## config.mk

```make
export PLATFORM = sky130hd
export DESIGN_NAME = lcd_gdram_sink_flat
export DESIGN_NICKNAME = d
export VERILOG_FILES = /design/src/rtl/lcd_pkg.sv /design/src/rtl/lcd_gdram_sink_if.sv /design/src/rtl/lcd_en_sync.sv /design/src/rtl/lcd_gdram_sink.sv /design/src/flat_wrapper.sv
export SDC_FILE = /design/constraint.sdc
export NUM_CORES = 1
export LEC_CHECK = 0
export CORE_MARGIN = 2
export CORE_UTILIZATION = 25
export CTS_CLUSTER_DIAMETER = 40
export DETAILED_ROUTE_END_ITERATION = 16
export SLEW_MARGIN = 20
export SYNTH_ARGS = -nofsm -noshare
export SYNTH_HDL_FRONTEND = slang
export SYNTH_SLANG_ARGS = --single-unit
```

## constraint.sdc

```tcl
create_clock -name clk -period 2.76 [get_ports clk]
set_clock_uncertainty 0.1 [all_clocks]
set_input_delay 0.414 -clock clk [delete_from_list [all_inputs] [get_ports clk]]
set_output_delay 0.414 -clock clk [all_outputs]
set_load 0.01 [all_outputs]
```

## src/rtl/lcd_pkg.sv

```systemverilog
// Shared opcodes, state encodings and mode-flag record for the LCD GDRAM sink.
package lcd_pkg;

    localparam logic [7:0] CMD_BASIC     = 8'h30;
    localparam logic [7:0] CMD_EXT_GFX   = 8'h36;
    localparam logic [7:0] CMD_ENTRY_INC = 8'h06;
    localparam logic [7:0] CMD_DISP_ON   = 8'h0C;
    localparam logic [7:0] CMD_CLEAR     = 8'h01;
    localparam logic [7:0] CMD_ADDR_MASK = 8'h80;

    localparam logic [0:0] ADDR_Y   = 1'b0;
    localparam logic [0:0] ADDR_X   = 1'b1;
    localparam logic [0:0] PHASE_HI = 1'b0;
    localparam logic [0:0] PHASE_LO = 1'b1;

    typedef struct packed {
        logic ext_mode;
        logic graphic_on;
        logic display_on;
        logic entry_inc;
    } mode_t;

endpackage

```

## src/rtl/lcd_gdram_sink_if.sv

```systemverilog
// Parallel LCD bus as seen by the sink. en is asynchronous to the sink clock;
// rs/rw/data must stay valid while en is high and a few clocks after it falls.
interface lcd_gdram_sink_if;
    logic       rs;
    logic       rw;
    logic       en;
    logic [7:0] data;

    modport master (output rs, rw, en, data);
    modport slave  (input  rs, rw, en, data);
endinterface

```

## src/rtl/lcd_en_sync.sv

```systemverilog
// Two-flop synchroniser for the LCD enable plus a falling-edge detector.
module lcd_en_sync (
    input  logic clk,
    input  logic rst,
    input  logic en_async,
    output logic en_sync,
    output logic en_fall
);
    logic s1, s2, prev, settled, armed;

    // Only qualify the enable after a genuine low has been sampled post-reset,
    // so a strobe that straddles reset release never yields an event.
    always_ff @(posedge clk) begin
        if (rst) begin
            s1      <= 1'b0;
            s2      <= 1'b0;
            prev    <= 1'b0;
            settled <= 1'b0;
            armed   <= 1'b0;
        end else begin
            s1      <= en_async;
            s2      <= s1;
            settled <= 1'b1;
            if (settled && !s1)
                armed <= 1'b1;
            prev    <= en_sync;
        end
    end

    assign en_sync = s2 & armed;
    assign en_fall = prev & ~en_sync;
endmodule

```

## src/rtl/lcd_gdram_sink.sv

```systemverilog
// Write-only LCD controller front end: decodes basic/extended commands and
// assembles high/low data bytes into GDRAM word writes.
module lcd_gdram_sink
    import lcd_pkg::*;
(
    input  logic                   clk,
    input  logic                   rst,
    lcd_gdram_sink_if.slave        bus,
    output logic                   gd_we,
    output logic [8:0]             gd_addr,
    output logic [15:0]            gd_wdata,
    output logic                   clr_pulse,
    output logic                   ext_mode,
    output logic                   graphic_on,
    output logic                   display_on,
    output logic                   entry_inc,
    output logic [7:0]             err_cnt,
    output logic [1:0]             dbg_state
);
    logic       en_sync, ev;
    logic       cap_rs, cap_rw;
    logic [7:0] cap_data;
    logic [0:0] addr_st, phase;
    logic [4:0] y;
    logic [3:0] x;
    logic [7:0] hi_byte;
    logic       cmd_fset, cmd_addr, cmd_clear, cmd_entry, cmd_disp, bump_err;

    lcd_en_sync u_sync (
        .clk      (clk),
        .rst      (rst),
        .en_async (bus.en),
        .en_sync  (en_sync),
        .en_fall  (ev)
    );

    always_ff @(posedge clk) begin
        if (rst) begin
            cap_rs   <= 1'b0;
            cap_rw   <= 1'b0;
            cap_data <= 8'h00;
        end else if (en_sync) begin
            cap_rs   <= bus.rs;
            cap_rw   <= bus.rw;
            cap_data <= bus.data;
        end
    end

    always_comb begin
        cmd_fset  = (cap_data[7:5] == 3'b001);
        cmd_addr  = ext_mode && ((cap_data & CMD_ADDR_MASK) != 8'h00);
        cmd_clear = !ext_mode && (cap_data == CMD_CLEAR);
        cmd_entry = !ext_mode && (cap_data[7:2] == 6'b000001);
        cmd_disp  = !ext_mode && (cap_data[7:3] == 5'b00001);
        bump_err  = ev && (cap_rw ||
                    (!cap_rs && !(cmd_fset || cmd_addr || cmd_clear || cmd_entry || cmd_disp)));
    end

    always_ff @(posedge clk) begin
        if (rst) begin
            gd_we      <= 1'b0;
            clr_pulse  <= 1'b0;
            gd_addr    <= 9'd0;
            gd_wdata   <= 16'd0;
            err_cnt    <= 8'd0;
            ext_mode   <= 1'b0;
            graphic_on <= 1'b0;
            display_on <= 1'b0;
            entry_inc  <= 1'b1;
            addr_st    <= ADDR_Y;
            phase      <= PHASE_HI;
            x          <= 4'd0;
            y          <= 5'd0;
            hi_byte    <= 8'h00;
        end else begin
            gd_we     <= 1'b0;
            clr_pulse <= 1'b0;
            if (bump_err && err_cnt != 8'hFF)
                err_cnt <= err_cnt + 8'd1;
            if (ev && !cap_rw) begin
                if (cap_rs) begin
                    addr_st <= ADDR_Y;
                    if (phase == PHASE_HI) begin
                        hi_byte <= cap_data;
                        phase   <= PHASE_LO;
                    end else begin
                        gd_we    <= 1'b1;
                        gd_addr  <= {y, x};
                        gd_wdata <= {hi_byte, cap_data};
                        phase    <= PHASE_HI;
                        x        <= entry_inc ? x + 4'd1 : x - 4'd1;
                    end
                end else begin
                    phase   <= PHASE_HI;
                    addr_st <= ADDR_Y;
                    if (cmd_fset) begin
                        ext_mode <= cap_data[2];
                        if (cap_data[2])
                            graphic_on <= cap_data[1];
                    end else if (cmd_addr) begin
                        // y first, then x; a stray command in between restarts at y.
                        if (addr_st == ADDR_Y) begin
                            y       <= cap_data[4:0];
                            addr_st <= ADDR_X;
                        end else begin
                            x <= cap_data[3:0];
                        end
                    end else if (cmd_clear) begin
                        clr_pulse <= 1'b1;
                        x         <= 4'd0;
                        y         <= 5'd0;
                    end else if (cmd_entry) begin
                        entry_inc <= cap_data[1];
                    end else if (cmd_disp) begin
                        display_on <= cap_data[2];
                    end
                end
            end
        end
    end

    assign dbg_state = {addr_st, phase};
endmodule

```

## src/flat_wrapper.sv

```systemverilog
// flat-port wrapper written by rule: the top's interface ports become plain ports
module lcd_gdram_sink_flat import lcd_pkg::*;
  (clk, rst, gd_we, gd_addr, gd_wdata, clr_pulse, ext_mode, graphic_on, display_on, entry_inc, err_cnt, dbg_state, bus_rs, bus_rw, bus_en, bus_data);
  lcd_gdram_sink_if bus_i ();
  input  logic clk;
  input  logic rst;
  output logic gd_we;
  output logic [8:0] gd_addr;
  output logic [15:0] gd_wdata;
  output logic clr_pulse;
  output logic ext_mode;
  output logic graphic_on;
  output logic display_on;
  output logic entry_inc;
  output logic [7:0] err_cnt;
  output logic [1:0] dbg_state;
  input wire logic [$bits(bus_i.rs)-1:0] bus_rs;
  input wire logic [$bits(bus_i.rw)-1:0] bus_rw;
  input wire logic [$bits(bus_i.en)-1:0] bus_en;
  input wire logic [$bits(bus_i.data)-1:0] bus_data;
  assign bus_i.rs = bus_rs;
  assign bus_i.rw = bus_rw;
  assign bus_i.en = bus_en;
  assign bus_i.data = bus_data;
  lcd_gdram_sink u_core (.clk(clk), .rst(rst), .bus(bus_i), .gd_we(gd_we), .gd_addr(gd_addr), .gd_wdata(gd_wdata), .clr_pulse(clr_pulse), .ext_mode(ext_mode), .graphic_on(graphic_on), .display_on(display_on), .entry_inc(entry_inc), .err_cnt(err_cnt), .dbg_state(dbg_state));
endmodule
```

Word-level counts from Yosys, hierarchy flattened:

Cells that the tools add are included.

* register bits after elaboration: 73
* input bits: 13
* word-level logic and storage cells: 94

* add/subtract/negate cells: 3
* equal/unequal tests: 9
* muxes and demuxes: 19
* bitwise operators: 10
* reductions and logical operators: 31

Operators with widths (number)
* 4-bit 2-to-1 mux: 7
* 5-bit 2-to-1 mux: 3
* 5-bit AND reduction: 2
* 1-bit logical AND: 9
* 1-bit 2-to-1 mux: 9
* 3-bit AND reduction: 3
* 8-bit by 1-bit adder with 8-bit output, second input constant: 1
* 8-bit by 1-bit equality test with 1-bit output, second input constant: 1
* 8-bit inequality test, second input constant: 1
* 1-bit inverter: 8
* 7-bit AND reduction: 1
* 6-bit by 1-bit equality test with 1-bit output, second input constant: 1
* 6-bit AND reduction: 1
* 5-bit by 1-bit equality test with 1-bit output, second input constant: 1
* 1-bit zero test: 5
* 1-bit logical OR: 5
* 5-bit OR reduction: 1
* 4-bit by 1-bit adder with 4-bit output, second input constant: 1
* 2-bit inequality test, second input constant: 2
* 4-bit AND reduction: 1
* 4-bit by 1-bit subtractor with 4-bit output, second input constant: 1
* 3-bit by 1-bit equality test with 1-bit output, second input constant: 1
* 3-bit by 1-bit inequality test with 1-bit output, second input constant: 1
* 3-bit nonzero test: 1
* 4 further kinds: 5

Logic depth before layout (Yosys ltp):

Gate-level depths: netlist of run 1.

* depth in word-level cells: 10
* gate-level depth with buffers: 7
* depth with buffers taken out: 7

By module:

Synthesis of run 1 repeated with hierarchy kept, for this count alone.

* cell total of the unflattened synthesis: 343
* area, all modules: 3016.6 um2

Modules (own cells, without submodules)
* lcd_gdram_sink: times used 1, cells an instance 329, area an instance 2869.0 um2, sequential area each 1361.3 um2
* lcd_en_sync: times used 1, cells an instance 14, area an instance 147.6 um2, sequential area each 100.1 um2

Worst setup path before layout of run 1:

No wires, ideal clock.

* path kind: flip-flop to flip-flop
* start point: reg u_core.ext_mode
* end point: reg u_core.err_cnt[0]
* setup time: 0.123 ns
* data arrival time: 1.839 ns
* data required time: 2.537 ns
* setup slack: 0.697 ns
* stages on the path, launching flop included: 7
* period minus slack after synthesis: 2.063 ns
* path through: dfxtp_1 or4_4 a2111oi_2 or3_1 buf_2 a31oi_1 mux2_1

* longest elaborated chain between the ends: 10
* elaborated cells between the ends (all ways): 14
* classes of those cells: reduce/logical: 14

RTL lines
* start: declaration: line lcd_gdram_sink.sv:13 `output logic ext_mode,`
* start signal: assignment: line lcd_gdram_sink.sv:97 `ext_mode <= cap_data[2];`
* 1-bit logical AND or 1-bit zero test (tied branches)
* 1-bit logical OR or 1-bit logical AND (tied branches): line lcd_gdram_sink.sv:56, lcd_gdram_sink.sv:52
* 1-bit logical OR (2 in a row): line lcd_gdram_sink.sv:56 `(!cap_rs && !(cmd_fset || cmd_addr || cmd_clear || cmd_entry || cmd_disp)));`
* 1-bit logical OR *: line lcd_gdram_sink.sv:56
* 1-bit zero test *: line lcd_gdram_sink.sv:56
* 1-bit logical AND *: line lcd_gdram_sink.sv:56
* 1-bit logical OR *: line lcd_gdram_sink.sv:55 `bump_err = ev && (cap_rw ||`
* 1-bit logical AND *: line lcd_gdram_sink.sv:55
* 1-bit logical AND *: line lcd_gdram_sink.sv:78 `if (bump_err && err_cnt != 8'hFF)`
* end signal: assignment: line lcd_gdram_sink.sv:79 `err_cnt <= err_cnt + 8'd1;`
* end: declaration: line lcd_gdram_sink.sv:17 `output logic [7:0] err_cnt,`

Mark *: on every way between the ends. The rest lies on a longest branch, timed or not.
A chain may end at the register's enable or synchronous reset.

Worst setup path after layout of run 1:

Ends and elaborated chain as after synthesis.

==> results of run 1 <==
-- state kept, by name, indices dropped and copies added (netlist names), 4 cells and up --
name / count
u_core.cap_data: 8
u_core.err_cnt: 8
u_core.gd_addr: 9
u_core.gd_wdata: 16
u_core.hi_byte: 8
u_core.x: 4
u_core.y: 5
-- worst min-delay path: cells and delay by family (launching register included) --
kind	cells	cell delay, ns
and+or+nand+nor	1	0.04
buffers and inverters	1	0.06
DFF	1	0.30
-- routing by layer --
metal / GRT usage (%) / up-vias
met1: 15.0 / 1193
met2: 18.3 / 70
met4: 5.61 / 0
met5: 0 / -
met3: 3.72 / 16
li1: - / 1289
-- power by group through the flow --
stage / Combinational, W / Clock [W] / Sequential [W]
final: 0.0000575 / 0.00105 / 0.00107
after global routing: 0.0000638 / 0.00112 / 0.00107
after CTS: 0.0000582 / 0.00108 / 0.00107
after detailed placement: 0.0000581 / 0 / 0.00109
after global placement: 0.0000574 / 0 / 0.00109
after floorplan: 0.0000347 / 0 / 0.00109
-- per-stage QoR --
stage	cell area (sq um)	worst slack, ns	util [%]
global route	3920	0.466	33.0
CTS	3920	0.559	33.0
global placement	3640	0.618	30.7
floorplan	3010	0.697	-
finish	3920	0.567	33.0
detailed placement	3640	0.569	30.7
-- cells in the final DEF (no fill, tap or decap), types with 2 or more instances in the layout --
cell type / instances
sky130_fd_sc_hd__mux2i_1: 15
sky130_fd_sc_hd__a31oi_1: 2
sky130_fd_sc_hd__clkinv_2: 2
sky130_fd_sc_hd__mux2_1: 3
sky130_fd_sc_hd__nor4_1: 2
sky130_fd_sc_hd__xnor2_1: 2
sky130_fd_sc_hd__and4_1: 2
sky130_fd_sc_hd__a31o_2: 2
sky130_fd_sc_hd__o21ai_0: 2
sky130_fd_sc_hd__nor3b_1: 3
sky130_fd_sc_hd__nor2_1: 27
sky130_fd_sc_hd__nand3_1: 7
sky130_fd_sc_hd__nand2_1: 82
sky130_fd_sc_hd__ha_1: 3
sky130_fd_sc_hd__a21oi_1: 48
sky130_fd_sc_hd__or3_1: 2
sky130_fd_sc_hd__clkbuf_16: 9
sky130_fd_sc_hd__buf_4: 5
sky130_fd_sc_hd__clkinv_4: 2
sky130_fd_sc_hd__inv_1: 3
sky130_fd_sc_hd__and2_1: 2
sky130_fd_sc_hd__dfxtp_1: 73
sky130_fd_sc_hd__and3_1: 4
sky130_fd_sc_hd__clkdlybuf4s50_1: 52
sky130_fd_sc_hd__o31ai_1: 4
sky130_fd_sc_hd__nor3_1: 9
sky130_fd_sc_hd__nor2b_1: 6
sky130_fd_sc_hd__nand2b_1: 2
-- worst max path at each step --
stage | endpoint | depth (start not counted)
floorplan | u_core.err_cnt[0] | 6
global placement | u_core.err_cnt[5] | 5
detailed placement | u_core.err_cnt[0] | 5
CTS | u_core.err_cnt[0] | 5
global route | u_core.err_cnt[0] | 5
finish | u_core.err_cnt[0] | 5
-- cell families after synthesis --
kind of cell | count (synthesis) | synth area share, %
AND/OR/NAND/NOR | 158 | 24.8
flip-flops | 73 | 48.6
AO/OA/AOI/OAI | 66 | 13.5
buffers and inverters | 28 | 4.16
multiplexers | 18 | 6.12
adder cells (fa/ha/maj) | 4 | 1.91
XOR/XNOR | 3 | 0.874
-- layout make-up --
class | instances | area, sq um
fill | 1224 | 7950
sequential | 73 | 1460
multi-input combinational | 249 | 1420
timing repair buffer | 58 | 563
clock buffer | 10 | 229
tap | 147 | 184
clock inverter | 6 | 43.8
inverter | 4 | 15.0
==> run summary, run 1 <==
The repair_antennas step left the layout with diodes totalling 0. The core region is 11900 sq um. The fraction of post-synthesis cell area in the top cell type by area came out at 48.6%. After synthesis, the cell types taking the most area are sky130_fd_sc_hd__dfxtp_1, sky130_fd_sc_hd__nand2_1, sky130_fd_sc_hd__a21oi_1.

In the synthesized netlist the dominant register cell turns out to be sky130_fd_sc_hd__dfxtp_1. The post-CTS setup buffer count came out at 0. The post-synthesis cell count came out at 350.

Of the synthesized area, sequential elements account for 48.6%. Across every metal layer, demand over resource in global routing totals 11.8%. The TritonCTS buffer count is 9. Traced cell by cell, the critical path runs through or4_4 > a2111oi_2 > or3_1 > a31oi_1 > mux2_1.

The routed wire length on met2 came out at 3370 microns. Counting flops with an async set or reset pin after synthesis yields a share of 0%. The highest cell delay on the worst timing path is 0.60 ns. The later-pin clock latency in the skew report is 0.33 ns. The first global-routing pass estimated 12200 microns of wire. The final critical path takes up 79.5% of the cycle.

The critical path required time came out at 2.87 ns. The post-synth net total is 367. The nature of the critical path startpoint is a register. The synthesized area per cell is 8.59 sq um. Of all nets on the critical path, the largest fanout is 8.

Wire segments on met3 add up to 401 microns in the final route. The count of synthesis-stage warnings from yosys came out at 0. The worst setup path startpoint is u_core.ext_mode.

For this run the aggregate overflow at the end of global routing stands at 0. The max-slew violation count came out at 0. The worst pin sits at a relative slew slack of 60.1%. After clock tree synthesis, the flow added hold-fix buffers numbering 0.

The layout overhead on the synthesized area is 30.3%. The number of failing hold endpoints at the final stage is 0. The sum of internal, switching and leakage power came out at 0.00218 W. The post-cts repair resize count is 0.

In this run the top signal layer used is met4. The number of buffers and inverters on the critical path is 0. For this design the ratio of total power to cell area is 556 nW/um^2. The part of the total power dissipated in sequential elements is 49.1%. The max-capacitance violation count came out at 0. The cell area after technology mapping came out at 3010 sq um. For this design, the sink count on the clock tree is 73. The maximum number of pins on one net before global-route repair came out at 32. The worst hold path passes through 2 cells. The last weighted congestion value of the routability-driven placer is 0.834. The final cell count without fillers is 547. The count of TritonRoute iterations in the first routing pass is 4. The highest clock frequency the design can meet is 456 MHz.

The clock transition at the register clock pins on the worst setup and hold paths after CTS came out at 0.06 ns. The number of synthesized register bits is 73. Data on the critical path arrives at its endpoint at 2.30 ns.

The number of synthesized flops with an enable pin is 0. Setup repair after global routing left no endpoint under its margin. The height of the chip came out at 114 microns.

The switching power share of the total came out at 22.1%. The worst hold path belongs to the class reg2reg. VDD sags by at most 0.000219 V. After floorplanning, the core was divided into 40 placement rows. The maximum level of the CTS H-tree came out at 3. STA classifies the critical path endpoint as a register. The sum of negative setup slack came out at 0 ns. The placed cell count is 531.

The synthesized netlist contains 49 unique library cells. The run finished with clean final reports. The routed length per instance is 13.3 microns. The total number of vias is 2568. The most frequent cell after synthesis is sky130_fd_sc_hd__nand2_1. By count the netlist is led by sky130_fd_sc_hd__nand2_1, sky130_fd_sc_hd__dfxtp_1, sky130_fd_sc_hd__a21oi_1, sky130_fd_sc_hd__nor2_1, sky130_fd_sc_hd__mux2i_1. The clock network power share is 48.3%. The power spent charging and discharging nets is 0.000481 W. The worst register-to-register path begins at u_core.ext_mode.

Of all cell types, the one taking the most synthesized area is sky130_fd_sc_hd__dfxtp_1. The number of cells traversed by the worst register-to-register path is 5. The cell at the root of the clock tree is sky130_fd_sc_hd__clkbuf_16. In this design, the largest share of critical-path delay is due to simple AND/OR/NAND/NOR gates. Dividing the detail-routed via count by the number of cells gives 4.69.

The startpoint identified for the worst hold timing path is u_core.u_sync.s1. The number of antenna violations at the first check in global routing is 0. The boundary pin count came out at 54. The critical path is of the reg2reg type. The cell-internal power came out at 0.00170 W. The initial detailed-routing violation count is 106. The actual transition at the worst max-transition pin came out at 0.594 ns. Across all hold checks on the routed design, the worst slack comes to 0.335 ns. The total half-perimeter wirelength after legalization and detailed placement is 5210 microns. The count of input and output buffers is 53. The fraction of power consumed by combinational cells is 2.6%. The initial core utilization is 25.3%.

The end point of the most critical hold path is u_core.u_sync.s2. The minimum clock period is 2.19 ns. For flop-to-flop paths, the worst setup slack is 0.57 ns.

The die width is 114 microns. The via count of the first global-routing pass came out at 2531. The wire length on met1 is 3310 microns.

TritonCTS built the clock tree. The post-route DRC violation count came out at 0. The final net count is 412. The worst register-to-register path ends at u_core.err_cnt[0]. The routed design has 7260 microns of wire. The number of setup violations in the final report is 0. The total leakage power came out at 1.38 nW.

In this run the remaining antenna-violating nets after routing total 0. The clock passes through at most 2 buffers. The area enclosed by the die boundary came out at 12900 sq um. The share of post-route cells with drive strength above 1 is 8.00%. Among all stages on the critical path, the largest delay is contributed by sky130_fd_sc_hd__or4_4.
(Power assumes the default switching activity.)
==> inputs of run 2 (changes only) <==
==> constraint.sdc (replaced) <==
create_clock -name clk -period 2 [get_ports clk]
set_clock_uncertainty 0.1 [all_clocks]
set_input_delay 0.3 -clock clk [delete_from_list [all_inputs] [get_ports clk]]
set_output_delay 0.3 -clock clk [all_outputs]
set_load 0.01 [all_outputs]
==> run 2 against run 1 <==
Net effect: clock power grew 52%; critical path type unchanged; largest cell class is now multi-input combinational cells; flip-flop and latch count unchanged; power rose by 46%; sequential power rose by 37%; first-iteration DRC count decreased by 26%; combinational power rose by 72%; non-clock buffer count grew 24; critical endpoint is now u_core.x[0].
==> run summary, run 2 (synthesis gave the netlist of run 1 again) <==
The number of flip-flops under the largest register name is 16 (unchanged). The number of core rows is 40 (unchanged). The global-route usage over all layers came out at 12.0% (+0.20 points). The total number of clock tree sinks is 73 (unchanged). The worst hold path belongs to the class in2reg. The final net count is 436 (+5.8%). The portion of the clock cycle consumed by the worst path in the final layout is 98.2% (+19 points).

The signal on the critical path passes through or4_4 > o31ai_4 > a31oi_4 > or3b_1 > a21oi_1. The top fanout value on the critical path came out at 3 (-5). The worst setup path is launched from a register. The met1 track demand over resource in global routing came to 14.7% (-0.38 points). The area of the placeable core came out at 11900 sq um (unchanged). The height of the chip came out at 114 microns (unchanged).

The power density relative to cell area is 755 nW/um^2 (+36%). The share of post-route cells with drive strength above 1 came to 16.3% (+8.3 points). The max-capacitance violation count came to 0 (unchanged). Ranked by flip-flop count, first place goes to u_core.gd_wdata. The boundary pin count came to 54 (unchanged).

The final cell area excluding filler cells came out at 4200 sq um (+7.3%). The global-route track usage on met2 is 20.1% (+1.8 points). The total detailed-routing wirelength came out at 7450 microns (+2.5%). The depth of the worst hold-timing path is 2 (unchanged). The total half-perimeter wirelength after legalization and detailed placement is 5480 microns (+5.3%). The TritonCTS buffer count was 9 (unchanged).

The met3 global-route usage is 2.82% (-0.90 points). Setup repair after global routing could not meet its margin everywhere. The class of the most critical setup path is reg2reg. The maximum level of the CTS H-tree is 3 (unchanged).

The arrival time of data at the critical path endpoint is 2.13 ns (-0.17 ns). The initial core utilization came to 25.3% (unchanged). Relative to the synthesized area, the layout overhead comes to 39.8%. The wire length of the first global-routing pass came out at 12300 microns (+0.51%).

The number of failing hold endpoints at the final stage came out at 0 (unchanged). Leaving out fill and tap cells, the most frequent cells in the layout are sky130_fd_sc_hd__nand2_1, sky130_fd_sc_hd__dfxtp_1, sky130_fd_sc_hd__clkdlybuf4s50_1. The cell at the root of the clock tree is sky130_fd_sc_hd__clkbuf_16. The count of input and output buffers is 53 (unchanged).

The actual transition at the worst max-transition pin is 0.380 ns (-0.215 ns). The highest clock frequency the design can meet is 509 MHz (+12%). The clock tree buffer depth is 2 (unchanged). The initial detailed-routing violation count came to 78 (-26%). TritonCTS built the clock tree.

The via count of the first global-routing pass is 2568 (+1.5%). The die width came out at 114 microns (unchanged). The count of TritonRoute iterations in the first routing pass is 4 (unchanged). The diode insertion count for antenna repair was 0 (unchanged). The critical path required time came out at 2.16 ns (-0.71 ns). On the critical path, the stage with the largest delay is an instance of sky130_fd_sc_hd__or4_4. The number of setup violations in the final report came out at 0 (unchanged).

The flow ran to the end, and the final reports show no timing, DRC or antenna violations. The overall overflow remaining after global route came out at 0 (unchanged). The sum of internal, switching and leakage power came to 0.00317 W (+46%). The total number of vias is 2588 (+0.78%). The post-route DRC violation count is 0 (unchanged). The number of antenna violations at the first check in global routing is 0 (unchanged). The later-pin clock latency in the skew report is 0.34 ns (about the same). The last weighted congestion value of the routability-driven placer came out at 0.805 (-3.4%). The total leakage power came out at 1.52 nW (+11%). The area enclosed by the die boundary came out at 12900 sq um (unchanged). The maximum number of pins on one net before global-route repair came to 26 (-19%). In the final layout, the registers with the most flip-flops are u_core.gd_wdata: 16 flops, u_core.gd_addr: 9 flops.

The count of fill cells added during filler insertion came out at 1208 (-1.3%). The most common library cell in the layout ignoring fill and taps is sky130_fd_sc_hd__nand2_1. STA classifies the critical path endpoint as a register. The count of nets left with antenna violations after detail routing is 0 (unchanged). The via density per instance came out at 4.53 (-3.5%). The clock transition at the register clock pins on the worst setup and hold paths after CTS is 0.06 ns (about the same). The minimum clock period is 1.96 ns (-0.229 ns). The instance area after placement came to 3840 sq um (+5.3%).

The number of cells traversed by the worst register-to-register path is 5 (unchanged). The routed length per instance came out at 13.0 microns (-1.8%). The maximum resistive drop on vdd came out at 0.000428 V (+95%). In this run the most used layer during global routing was met2. The highest cell delay on the worst timing path came out at 0.57 ns (-0.03 ns). The max-slew violation count was 0 (unchanged). The worst-case headroom to the max-slew limit is 74.6% (+15 points).
==> run 2: layout make-up <==
cell class              count  area (sq um)  area share, %
clock buffers               9           225           5.36
clock inverters             7          76.3           1.82
inverters                   4          15.0          0.357
multi-input cells         249          1480           35.3
flip-flops and latches     73          1460           34.8
well taps                 147           184           4.38
repair buffers             82           756           18.0
==> run 2: layer usage <==
metal	vias to the layer above	wire [microns]
li1	1324	-
met1	1214	3410
met2	38	3670
met3	12	215
met4	0	147
met5	-	0
==> run 2: worst paths after layout <==
kind                            from               end  slack, ns
setup / recovery  u_core.cap_data[7]       u_core.x[0]       0.04
hold / removal                   rst  u_core.u_sync.s1       0.22
setup reg to reg  u_core.cap_data[7]       u_core.x[0]       0.04
hold reg to reg     u_core.u_sync.s1  u_core.u_sync.s2       0.34
==> run 2: timing repair <==
action | 4_1_cts | 5_1_grt
pin swaps | 0 | 1
setup endpoints to repair | 2 | 8
gates resized for setup | 1 | 12
hold buffers | 0 | 0
setup buffers | 0 | 0
==> run 2: per-stage QoR <==
stage | util (%) | hold slack [ns] | TNS, ns | std cells | setup WS (ns)
2_1_floorplan | - | 0.310 | 0 | 350 | 0.00653
3_5_place_dp | 32.3 | 0.331 | -0.0193 | 555 | -0.0184
5_1_grt | 35.4 | 0.233 | -0.0600 | 571 | -0.0165
4_1_cts | 35.0 | 0.229 | 0 | 571 | 0.0166
3_3_place_gp | 32.3 | 0.332 | 0 | 555 | 0.00939
6_report | 35.4 | 0.221 | 0 | 571 | 0.0356
==> run 2: critical path: cells and delay by family, from the launching register on <==
kind,cells,cell delay [ns]
AO/OA/AOI/OAI,3,0.53
AND/OR/NAND/NOR,2,0.95
flip-flops,1,0.31
==> run 2: power breakdown <==
part | switching (W) | internal (W) | total (W)
combinational | 0.0000540 | 0.0000448 | 0.0000988
clock | 0.000631 | 0.000973 | 0.00160
sequential | 0.00000621 | 0.00146 | 0.00147
==> inputs of run 3 (changes only) <==
--- a/config.mk
+++ b/config.mk
@@ -6,9 +6,10 @@
 export NUM_CORES = 1
 export LEC_CHECK = 0
 export CORE_MARGIN = 2
-export CORE_UTILIZATION = 25
+export CORE_UTILIZATION = 33
 export CTS_CLUSTER_DIAMETER = 40
 export DETAILED_ROUTE_END_ITERATION = 16
+export PLACE_DENSITY = 0.54
 export SLEW_MARGIN = 20
 export SYNTH_ARGS = -nofsm -noshare
 export SYNTH_HDL_FRONTEND = slang
==> run 3 against run 2 <==
Net effect: largest power group is now registers; fmax shrank 0.60%; clock-buffer cell count rose by 2; flip-flop and latch count is the same; cell count is 7.5% lower; register-to-register slack hardly changed; highest routed layer unchanged; critical path depth is the same; first-iteration DRC count up 28%; critical endpoint unchanged; critical path type unchanged; setup slack got worse by 0.012 ns; sequential power about the same; combinational power shrank 3.4%; non-clock buffer count down 4.
==> run summary, run 3 (synthesis gave the netlist of run 1 again) <==
The detailed router used layers up to and including met4. Leaving out fill and tap cells, the most frequent cell in the layout is sky130_fd_sc_hd__nand2_1. The TritonCTS buffer count is 9 (unchanged).

The worst register-to-register path ends at u_core.x[0]. The highest clock frequency the design can meet came out at 506 MHz (-0.60%). The last weighted congestion value of the routability-driven placer was 0.833 (+3.5%). The height of the chip is 99.5 microns (-13%).

The overall overflow remaining after global route is 0 (unchanged). The number of flip-flops under the largest register name came to 16 (unchanged). The count of nets left with antenna violations after detail routing came out at 0 (unchanged). In the final layout, the registers with the most flip-flops are u_core.gd_wdata: 16 flops, u_core.gd_addr: 9 flops. In this run the clock root is driven by a sky130_fd_sc_hd__clkbuf_8. Setup repair after global routing could not meet its margin everywhere. The post-cts repair resize count was 1 (unchanged). The arrival time of data at the critical path endpoint came out at 2.15 ns (+0.02 ns). The worst setup slack for register-to-register paths is 0.02 ns (about the same). The global-route usage over all layers came out at 15.3% (+3.3 points). The sum of internal, switching and leakage power came out at 0.00294 W (-7.3%). The count of fill cells added during filler insertion came out at 894 (-26%). The clock tree buffer depth came out at 2 (unchanged).

The cell family contributing the most delay on the critical path is simple AND/OR/NAND/NOR gates. The number of failing hold endpoints at the final stage came to 0 (unchanged). The via density per instance is 4.82 (+6.4%).

The register with the most flip-flops in the final layout is u_core.gd_wdata. The critical path required time came to 2.18 ns (+0.02 ns). The clock transition at the register clock pins on the worst setup and hold paths after CTS is 0.08 ns (+0.02 ns). The met3 wirelength from detailed routing came out at 200 microns (-7.0%).

The number of core rows is 34 (-15%). The initial core utilization was 34.3% (+9.0 points). The total leakage power came out at 1.47 nW (-3.5%).

The later-pin clock latency in the skew report came to 0.35 ns (about the same). The critical path starts at u_core.cap_data[7]. The final net count is 432 (-0.92%).

The share of the core filled with cells is 46.0% (+11 points). The portion of the clock cycle consumed by the worst path in the final layout came to 98.8% (+0.60 points). The highest cell delay on the worst timing path is 0.58 ns (about the same). The worst-case headroom to the max-slew limit came to 71.7% (-2.9 points).

The top fanout value on the critical path is 4 (+1). The endpoint kind of the worst setup timing path is a register. The nature of the critical path startpoint is a register.

The actual transition at the worst max-transition pin is 0.423 ns (+0.0438 ns). Following the worst setup path forward leads to its endpoint at u_core.x[0]. The total number of clock tree sinks came to 73 (unchanged). The minimum clock period is 1.98 ns (+0.0119 ns). The post-route DRC violation count came out at 0 (unchanged). The wire length of the first global-routing pass is 12100 microns (-1.5%). The critical path depth in cells is 5 (unchanged). The die width came out at 99.5 microns (-13%). The maximum resistive drop on vdd came to 0.000377 V (-12%). The power density relative to cell area came out at 729 nW/um^2 (-3.4%). Traced cell by cell, the critical path runs through or4_4 > o31ai_4 > a31oi_4 > or3b_1 > a21oi_1.

The max-slew violation count is 0 (unchanged). The share of post-route cells with drive strength above 1 came out at 14.5% (-1.7 points). The area of the placeable core came out at 8760 sq um (-26%). The maximum level of the CTS H-tree came out at 3 (unchanged). The total half-perimeter wirelength after legalization and detailed placement came out at 5090 microns (-7.1%).

The routed length per instance is 13.7 microns (+5.2%). The buffer and inverter count on the worst path came to 0 (unchanged). The number of cells traversed by the worst register-to-register path is 5 (unchanged).

The boundary pin count came out at 54 (unchanged). The total number of vias was 2546 (-1.6%). The sum of negative setup slack came out at 0 ns (unchanged). The setup slack of the critical path after layout came out at 0.0237 ns (-0.0119 ns).

The initial detailed-routing violation count is 100 (+28%). The count of TritonRoute iterations in the first routing pass came out at 4 (unchanged). The post-CTS setup buffer count is 0 (unchanged). The run finished with clean final reports. The post-placement setup slack is -0.0268 ns (-0.00838 ns). For this design, the slowest cell found on the critical path is sky130_fd_sc_hd__or4_4.

The diode insertion count for antenna repair came out at 0 (unchanged). The smallest hold slack is 0.177 ns (-0.0438 ns). The max-capacitance violation count came to 0 (unchanged). In this run the critical register-to-register path is launched from u_core.cap_data[7].

The area enclosed by the die boundary is 9890 sq um (-23%). The tightest min-delay check is of the in2reg type. The maximum number of pins on one net before global-route repair was 36 (+38%).

The total detailed-routing wirelength is 7250 microns (-2.7%). The layout overhead on the synthesized area came out at 34.1%. The number of antenna violations at the first check in global routing is 0 (unchanged). The via count of the first global-routing pass came out at 2449 (-4.6%).

The routed wire length on met2 is 3290 microns (-10%). The count of input and output buffers is 53 (unchanged). The clock tree from TritonCTS is done.

The top cell types in the final layout, fill and taps aside, are sky130_fd_sc_hd__nand2_1, sky130_fd_sc_hd__dfxtp_1, sky130_fd_sc_hd__clkdlybuf4s50_1. The number of setup violations in the final report is 0 (unchanged). The wire length on met1 came out at 3670 microns (+7.6%). The class of the most critical setup path is reg2reg. The number of hold buffers added after cts came to 0 (unchanged).
run 3: metal layers:
layer	global-route usage [%]	vias to the layer above
li1	-	1321
met1	21.3	1179
met2	23.4	39
met3	4.22	7
met4	4.11	0
met5	0	-
run 3: report_power, final:
part           internal (W)  leakage (nW)  switching (W)
Combinational     0.0000420         0.764      0.0000534
Sequential          0.00146         0.590     0.00000616
Clock              0.000830         0.118       0.000547
run 3: how the worst min path moves through the flow:
stage,startpoint,endpoint,slack (ns),cells after the start
after floorplan,u_core.u_sync.s1,u_core.u_sync.s2,0.31,2
after global placement,u_core.u_sync.s1,u_core.u_sync.s2,0.34,2
after detailed placement,u_core.u_sync.s1,u_core.u_sync.s2,0.33,2
after CTS,rst,u_core.addr_st,0.17,2
after global routing,rst,u_core.addr_st,0.18,2
final,rst,u_core.addr_st,0.18,2
run 3: worst register-to-register path, cell delays in order (launching register included):
cell	delay, ns
sky130_fd_sc_hd__dfxtp_2	0.32
sky130_fd_sc_hd__or4_4	0.58
sky130_fd_sc_hd__o31ai_4	0.27
sky130_fd_sc_hd__a31oi_4	0.11
sky130_fd_sc_hd__or3b_1	0.38
sky130_fd_sc_hd__a21oi_1	0.14
run 3: final cells by class:
type	count	area (sq um)	area share [%]
Clock buffer	11	131	3.26
Clock inverter	5	104	2.58
Inverter	4	15.0	0.372
Multi-Input combinational cell	249	1470	36.5
Sequential cell	73	1460	36.3
Tap cell	108	135	3.35
Timing Repair Buffer	78	713	17.7
run 3: stage by stage:
step | cells | area [sq um]
floorplan | 350 | 3010
global placement | 512 | 3740
detailed placement | 512 | 3740
CTS | 528 | 3990
global route | 528 | 4030
finish | 528 | 4030
